--- src/rtl/alu_rr_scheduler.sv ---
// Round-robin arbiter that time-shares one combinational ALU among N_REQ requesters.
// Accept-to-response latency is 2 cycles; resp_ready low holds the response and blocks new grants.
module alu_rr_scheduler #(
  parameter int N_REQ = 4,
  parameter int W     = 32,
  localparam int IW   = (N_REQ > 1) ? $clog2(N_REQ) : 1
) (
  input  logic               clk,
  input  logic               rst_n,
  input  logic [N_REQ-1:0]   req_valid,
  output logic [N_REQ-1:0]   req_ready,
  input  logic [N_REQ*W-1:0] req_i1,
  input  logic [N_REQ*W-1:0] req_i2,
  input  logic [N_REQ*3-1:0] req_sel,
  output logic [W-1:0]       alu_i1,
  output logic [W-1:0]       alu_i2,
  output logic [2:0]         alu_sel,
  output logic [3:0]         alu_cin,
  input  logic [W-1:0]       alu_out,
  output logic               resp_valid,
  input  logic               resp_ready,
  output logic [IW-1:0]      resp_id,
  output logic [W-1:0]       resp_data,
  output logic               resp_err
);

  typedef enum logic [1:0] {IDLE, EXEC, RESP} state_t;

  localparam logic [2:0]  SEL_ILLEGAL = 3'b011;
  localparam logic [IW:0] NREQ_W      = (IW+1)'(N_REQ);

  state_t        state_q, state_d;
  logic [IW-1:0] rr_ptr;
  logic [IW-1:0] gnt_idx;
  logic [IW:0]   cand;
  logic          found;
  logic          accept;

  // Walk upward from rr_ptr with wrap; the first valid requester wins.
  always_comb begin
    found   = 1'b0;
    gnt_idx = '0;
    cand    = '0;
    for (int i = 0; i < N_REQ; i++) begin
      cand = {1'b0, rr_ptr} + (IW+1)'(i);
      if (cand >= NREQ_W) cand = cand - NREQ_W;
      if (!found && req_valid[cand[IW-1:0]]) begin
        found   = 1'b1;
        gnt_idx = cand[IW-1:0];
      end
    end
  end

  assign accept  = (state_q == IDLE) && found;
  assign alu_cin = 4'b0;

  always_comb begin
    req_ready = '0;
    for (int k = 0; k < N_REQ; k++) begin
      req_ready[k] = accept && (gnt_idx == IW'(k));
    end
  end

  always_comb begin
    state_d    = state_q;
    resp_valid = 1'b0;
    case (state_q)
      IDLE: if (accept) state_d = EXEC;
      EXEC: state_d = RESP;
      RESP: begin
        resp_valid = 1'b1;
        if (resp_ready) state_d = IDLE;
      end
      default: state_d = IDLE;
    endcase
  end

  always_ff @(posedge clk or negedge rst_n) begin
    if (!rst_n) state_q <= IDLE;
    else        state_q <= state_d;
  end

  always_ff @(posedge clk or negedge rst_n) begin
    if (!rst_n) begin
      rr_ptr    <= '0;
      alu_i1    <= '0;
      alu_i2    <= '0;
      alu_sel   <= '0;
      resp_id   <= '0;
      resp_data <= '0;
      resp_err  <= 1'b0;
    end else begin
      if (accept) begin
        alu_i1  <= req_i1[gnt_idx*W +: W];
        alu_i2  <= req_i2[gnt_idx*W +: W];
        alu_sel <= req_sel[gnt_idx*3 +: 3];
        resp_id <= gnt_idx;
        rr_ptr  <= (gnt_idx == IW'(N_REQ-1)) ? '0 : gnt_idx + IW'(1);
      end
      // The illegal select code returns a zero result flagged as an error.
      if (state_q == EXEC) begin
        if (alu_sel == SEL_ILLEGAL) begin
          resp_data <= '0;
          resp_err  <= 1'b1;
        end else begin
          resp_data <= alu_out;
          resp_err  <= 1'b0;
        end
      end
    end
  end

endmodule

--- config.mk ---
export PLATFORM = sky130hd
export DESIGN_NAME = alu_rr_scheduler
export DESIGN_NICKNAME = d
export VERILOG_FILES = /design/src/rtl/alu_rr_scheduler.sv
export SDC_FILE = /design/constraint.sdc
export NUM_CORES = 1
export LEC_CHECK = 0
export ABC_AREA = 1
export CORE_AREA = 4 4 163 165
export DETAILED_ROUTE_END_ITERATION = 10
export DIE_AREA = 0 0 167 169
export PLACE_DENSITY_LB_ADDON = 0.08
export SETUP_SLACK_MARGIN = 0.1
export SLEW_MARGIN = 20
export SYNTH_ARGS = -nofsm -noshare
export SYNTH_HDL_FRONTEND = slang
export SYNTH_SLANG_ARGS = --single-unit
--- constraint.sdc ---
create_clock -name clk -period 2.9 [get_ports clk]
set_clock_uncertainty 0.2 [all_clocks]
set_input_delay 0.58 -clock clk [delete_from_list [all_inputs] [get_ports clk]]
set_output_delay 0.58 -clock clk [all_outputs]
set_load 0.02 [all_outputs]
Word level (Yosys, flattened, before mapping):

Index checks and enable logic that the tools add are counted.

* register bits after elaboration: 106

* reductions and logical operators: 14
* add/sub/neg operators: 8
* $mul: 1
* eq/ne operators: 8
* shift-type cells: 3
* multiplexer cells: 27
* order comparisons: 8

Operator list (number)
* $shiftx 128x8->32: 2
* $mux 32: 1
* $mux 2: 11
* $lt 2x3->1 const B: 4
* $shiftx 12x5->3: 1
* $mux 1: 10
* $ge 3x3->1 const B: 3
* $bmux 1 s2: 4
* $logic_and 1x1->1: 8
* $sub 2x1->2 const B: 4
* $add 2x2->3 const B: 2
* $eq 2x2->1 const B: 3
* $pmux 2 s3: 1
* $eq 2x1->1 const B: 2
* $logic_not 2->1: 2
* $mul 2x2->4 const B: 1
* $ne 2x2->1 const B: 2
* $add 2x1->3 const B: 1
* $eq 3x2->1 const B: 1
* $ge 2x3->1 const B: 1
* $logic_not 1->1: 3
* $add 2x1->2 const B: 1
* $reduce_and 2->1: 1

Logic depth before layout (Yosys ltp):

* depth after elaboration: 17
* depth in mapped cells: 18
* gate-level depth less buffers: 15

Worst setup path before layout:

Ideal clock, no wire load.

* path kind: input to output
* start point: input port req_valid[3]
* end point: output port req_ready[1]
* cell stages on the path: 12
* required time: 2.120 ns
* buffers on the path: 2
* slack: 0.155 ns
* arrival time: 1.965 ns
* cells stage by stage: inv_1 > nand2_1 > nand3_1 > nand2_2 > clkinv_1 > nand3_2 > nand3_2 > buf_6 > buf_2 > nor2_1 > inv_1 > nor2_1

* word-level cells in the longest chain between the ends: 14
* elaborated cells on any way between the ends: 25
* classes of those cells: eq/ne (1); mux (16); reduce/logical (8)

RTL lines
* start: declaration: RTL line 10 `input logic [N_REQ-1:0] req_valid,`
* $bmux 1 s2: RTL line 47 `if (!found && req_valid[cand[IW-1:0]]) begin`
* $mux 1 (not written as such): RTL line 47
* $mux 1: RTL line 47
* $logic_not 1->1: RTL line 47
* $logic_and 1x1->1: RTL line 47
* $mux 1: RTL line 47
* $logic_not 1->1: RTL line 47
* $logic_and 1x1->1: RTL line 47
* $mux 1: RTL line 47
* $logic_not 1->1: RTL line 47
* $logic_and 1x1->1: RTL line 47
* $mux 2 or $mux 1 (tied branches): RTL line 47
* $eq 2x1->1 or $logic_and 1x1->1 (tied branches): RTL line 60, 54
* $logic_and 1x1->1 *: RTL line 60 `req_ready[k] = accept && (gnt_idx == IW'(k));`
* end: declaration: RTL line 11 `output logic [N_REQ-1:0] req_ready,`

Every way passes the cells marked *; elsewhere a longest branch is shown, timed or not. The select of a mux whose other input is x is not followed.

Worst setup path after layout:

* start point: register rr_ptr[0]
* end point: output port req_ready[2]

* word-level cells in the longest chain between the ends: 16
* elaborated cells on any way between the ends: 40
* classes of those cells: add/sub (7); order compare (4); eq/ne (1); mux (20); reduce/logical (8)

RTL lines
* start: declaration: RTL line 33 `logic [IW-1:0] rr_ptr;`
* start signal: assignment: RTL line 98 `rr_ptr <= (gnt_idx == IW'(N_REQ-1)) ? '0 : gnt_idx + IW'(1);`
* parallel branches: the longest is 15 deep, another holds $add 2x1->3
* $logic_and 1x1->1 *: RTL line 60

Mark *: on every way between the ends. The select of a mux whose other input is x is not followed.

==> run metrics <==
outcome complete, no violations; Synth cell types 24; core footprint approximately 25000 um2; Post-DP HPWL 23.0 mm; CP max stage delay about 0.5 ns; Critical Path Fanout Max 7; Worst Path Required 2.12 ns; most frequent cells in the layout 691 x nand2_1, 404 x clkdlybuf4s50_1, 135 x nand4_1; worst vdd ir 0.00111 V; first-pass GRT wire length 49.3 mm; cells after synthesis 1128; WS Path Type reg -> out; Die W 167 um; Critical-path top delay cell dfrtp_2; initial antenna violation count 1; final core occ 0.488; Die Height roughly 170 um; CTS max path bufs 2; I/O Buffers 413; worst relative slew slack 0.421; CTS tree yes; Synth Area in Adders 0; GR Util All Layers 0.220; largest net degree at the start of global routing 123; setup ws final 0.0553 ns; number of rows in the core area between 50 and 60; power per cell area 1380 nW/um2; Crit path buffers/inverters 2; Crit. End Element output pin; via total after detailed routing between 8000 and 9000; type of origin of the critical path flip-flop; initial drt markers 489; area grow syn2layout 70.5%; post-synthesis xor/xnor area fraction 0; Post-Syn Area per Cell 6.35 um2; simple-gate share of the synthesized area 0.512; Tightest Pin Transition approximately 0.87 ns; clk root buf clkbuf_16; fin. max-slew vios 0; WL final 33.4 mm; vias in the first global route 8464; Num Clock Sinks 106; Synth Area in Compound Gates 0.0428; share of layout cells above drive strength 1 0.0763; Design Area, Final 12200 um2; final period utilization 0.981; dpl cell area 11600 um2; CTS H-tree depth 3; die area around 28000 um2; setup_tns 0 ns; DR vias/cell around 4.8; Worst EP arrival 2.06 ns; # setup viols final 0; gpl congestion 0.823; crit-path cells clkinv_4 > nand2_1 > nand2_2 > nand2_1 > nand2_2 > nor2_4 > nand4_1 > nand3_4 > nand2_4 > nor2_4 > buf_6; First-pass DRT Iterations 5; Clock transition at path regs approximately 0.08 ns; Boundary Pins 418; Synth warnings 0; nets 1810; GR Overflow Total 0; Final Power 16.9 mW; RSZ-0062 raised after global routing yes; fmax 352 MHz; minimum clock period 2.84 ns; Crit path max-delay family simple AND/OR/NAND/NOR gates; worst skew pair latency ~0.36 ns; final hold vios 0; CTS buffer count 9; wire length per cell between 15 and 20 um; DP Worst Slack -0.612 ns; mux cell area share after synthesis 0; antenna-violating nets left 0; drt drc 0; post-synthesis sequential area ratio 0.370; Max-Cap Viols 0; Initial Utilization 0.286; largest family of logic cells by synthesized area simple AND/OR/NAND/NOR gates; mapped cell area 7160 um2; worst hold path type reg -> reg; LEAKAGE 6.09 nW; commonest non-fill, non-tap cell in the layout nand2_1; FF+latch count, synth between 100 and 150
[layout make-up]
| class | count | area (um2) |
|---|---|---|
| sequential | 106 | 2660 |
| fill | 2596 | 12800 |
| multi-input combinational | 913 | 4190 |
| antenna | 1 | 2.50 |
| inverter | 16 | 70.1 |
| timing repair inverter | 1 | 6.26 |
| tap | 330 | 413 |
| timing repair buffer | 456 | 4550 |
| clock inverter | 7 | 88.8 |
| clock buffer | 9 | 225 |
[synthesized netlist by cell type]
library cell | number | area (um2)
a21oi_1 | 1 | 5.00
a22o_1 | 32 | 280
a31oi_1 | 1 | 6.26
buf_1 | 15 | 56.3
buf_2 | 29 | 145
buf_4 | 17 | 128
buf_6 | 1 | 11.3
clkbuf_1 | 34 | 128
clkinv_1 | 1 | 3.75
conb_1 | 1 | 3.75
dfrtp_1 | 106 | 2650
inv_1 | 11 | 41.3
inv_2 | 3 | 11.3
inv_4 | 1 | 6.26
nand2_1 | 713 | 2680
nand2_2 | 3 | 18.8
nand3_1 | 6 | 30.0
nand3_2 | 3 | 30.0
nand3_4 | 1 | 17.5
nand4_1 | 135 | 845
nor2_1 | 10 | 37.5
nor2_4 | 1 | 11.3
o21ai_0 | 1 | 5.00
o21ai_1 | 2 | 10.0
[through the flow]
stage                     hold WS, ns  instances
after CTS                       0.286       1834
after detailed placement        0.264       1812
after global routing            0.298       1839
final                           0.281       1839
after floorplan                0.0844       1131
after global placement          0.261       1812
[power breakdown]
part / switching, mW / internal [mW]
Combinational: 8.14 / 4.77
Sequential: 0.408 / 2.23
Clock: 0.687 / 0.630
[cells by family (layout without fill, tap and decap cells)]
group	Yosys count	in the layout
AND/OR/NAND/NOR	872	872
buffers and inverters	112	489
flip-flops	106	106
AO/OA/AOI/OAI	37	37
other	1	5
[worst paths after layout]
check / start / endpoint / slack (ns) / cells after the start
max: rr_ptr[0] / req_ready[2] / 0.06 / 11
min: alu_i2[15] / alu_i2[15] / 0.28 / 2
max reg2reg: rr_ptr[0] / alu_i1[0] / 0.25 / 14
min reg2reg: alu_i2[15] / alu_i2[15] / 0.28 / 2
max in group asynchronous: rst_n / alu_i1[16] / 1.23 / 3
min in group asynchronous: rst_n / resp_data[4] / 0.50 / 2
[routing by layer]
metal / vias to the layer above / wire length (um) / global-route usage
met1: 4082 / 13800 / 0.272
li1: 4401 / - / -
met2: 315 / 16300 / 0.374
met4: 0 / 570 / 0.0537
met5: - / 0 / 0
met3: 30 / 2700 / 0.0724
[tightest hold or removal path: stages, from the launching register on]
cell	delay, ns
dfrtp_1	0.34
nand2_1	0.05
nand2_1	0.06
[flip-flops by register name, indices dropped and copies added, names as in the netlist]
register,flops
alu_i1,32
state_q,2
resp_id,2
alu_i2,32
resp_err,1
alu_sel,3
rr_ptr,2
resp_data,32
[repair_timing]
item,CTS,global route
gates resized for setup,63,41
pin swaps,9,13
setup endpoints to repair,71,72
hold buffers,1,0
endpoints found under the hold margin,33,0
setup buffers,5,2
cloned,0,2
No activity file was read; power rests on OpenSTA's default activity.
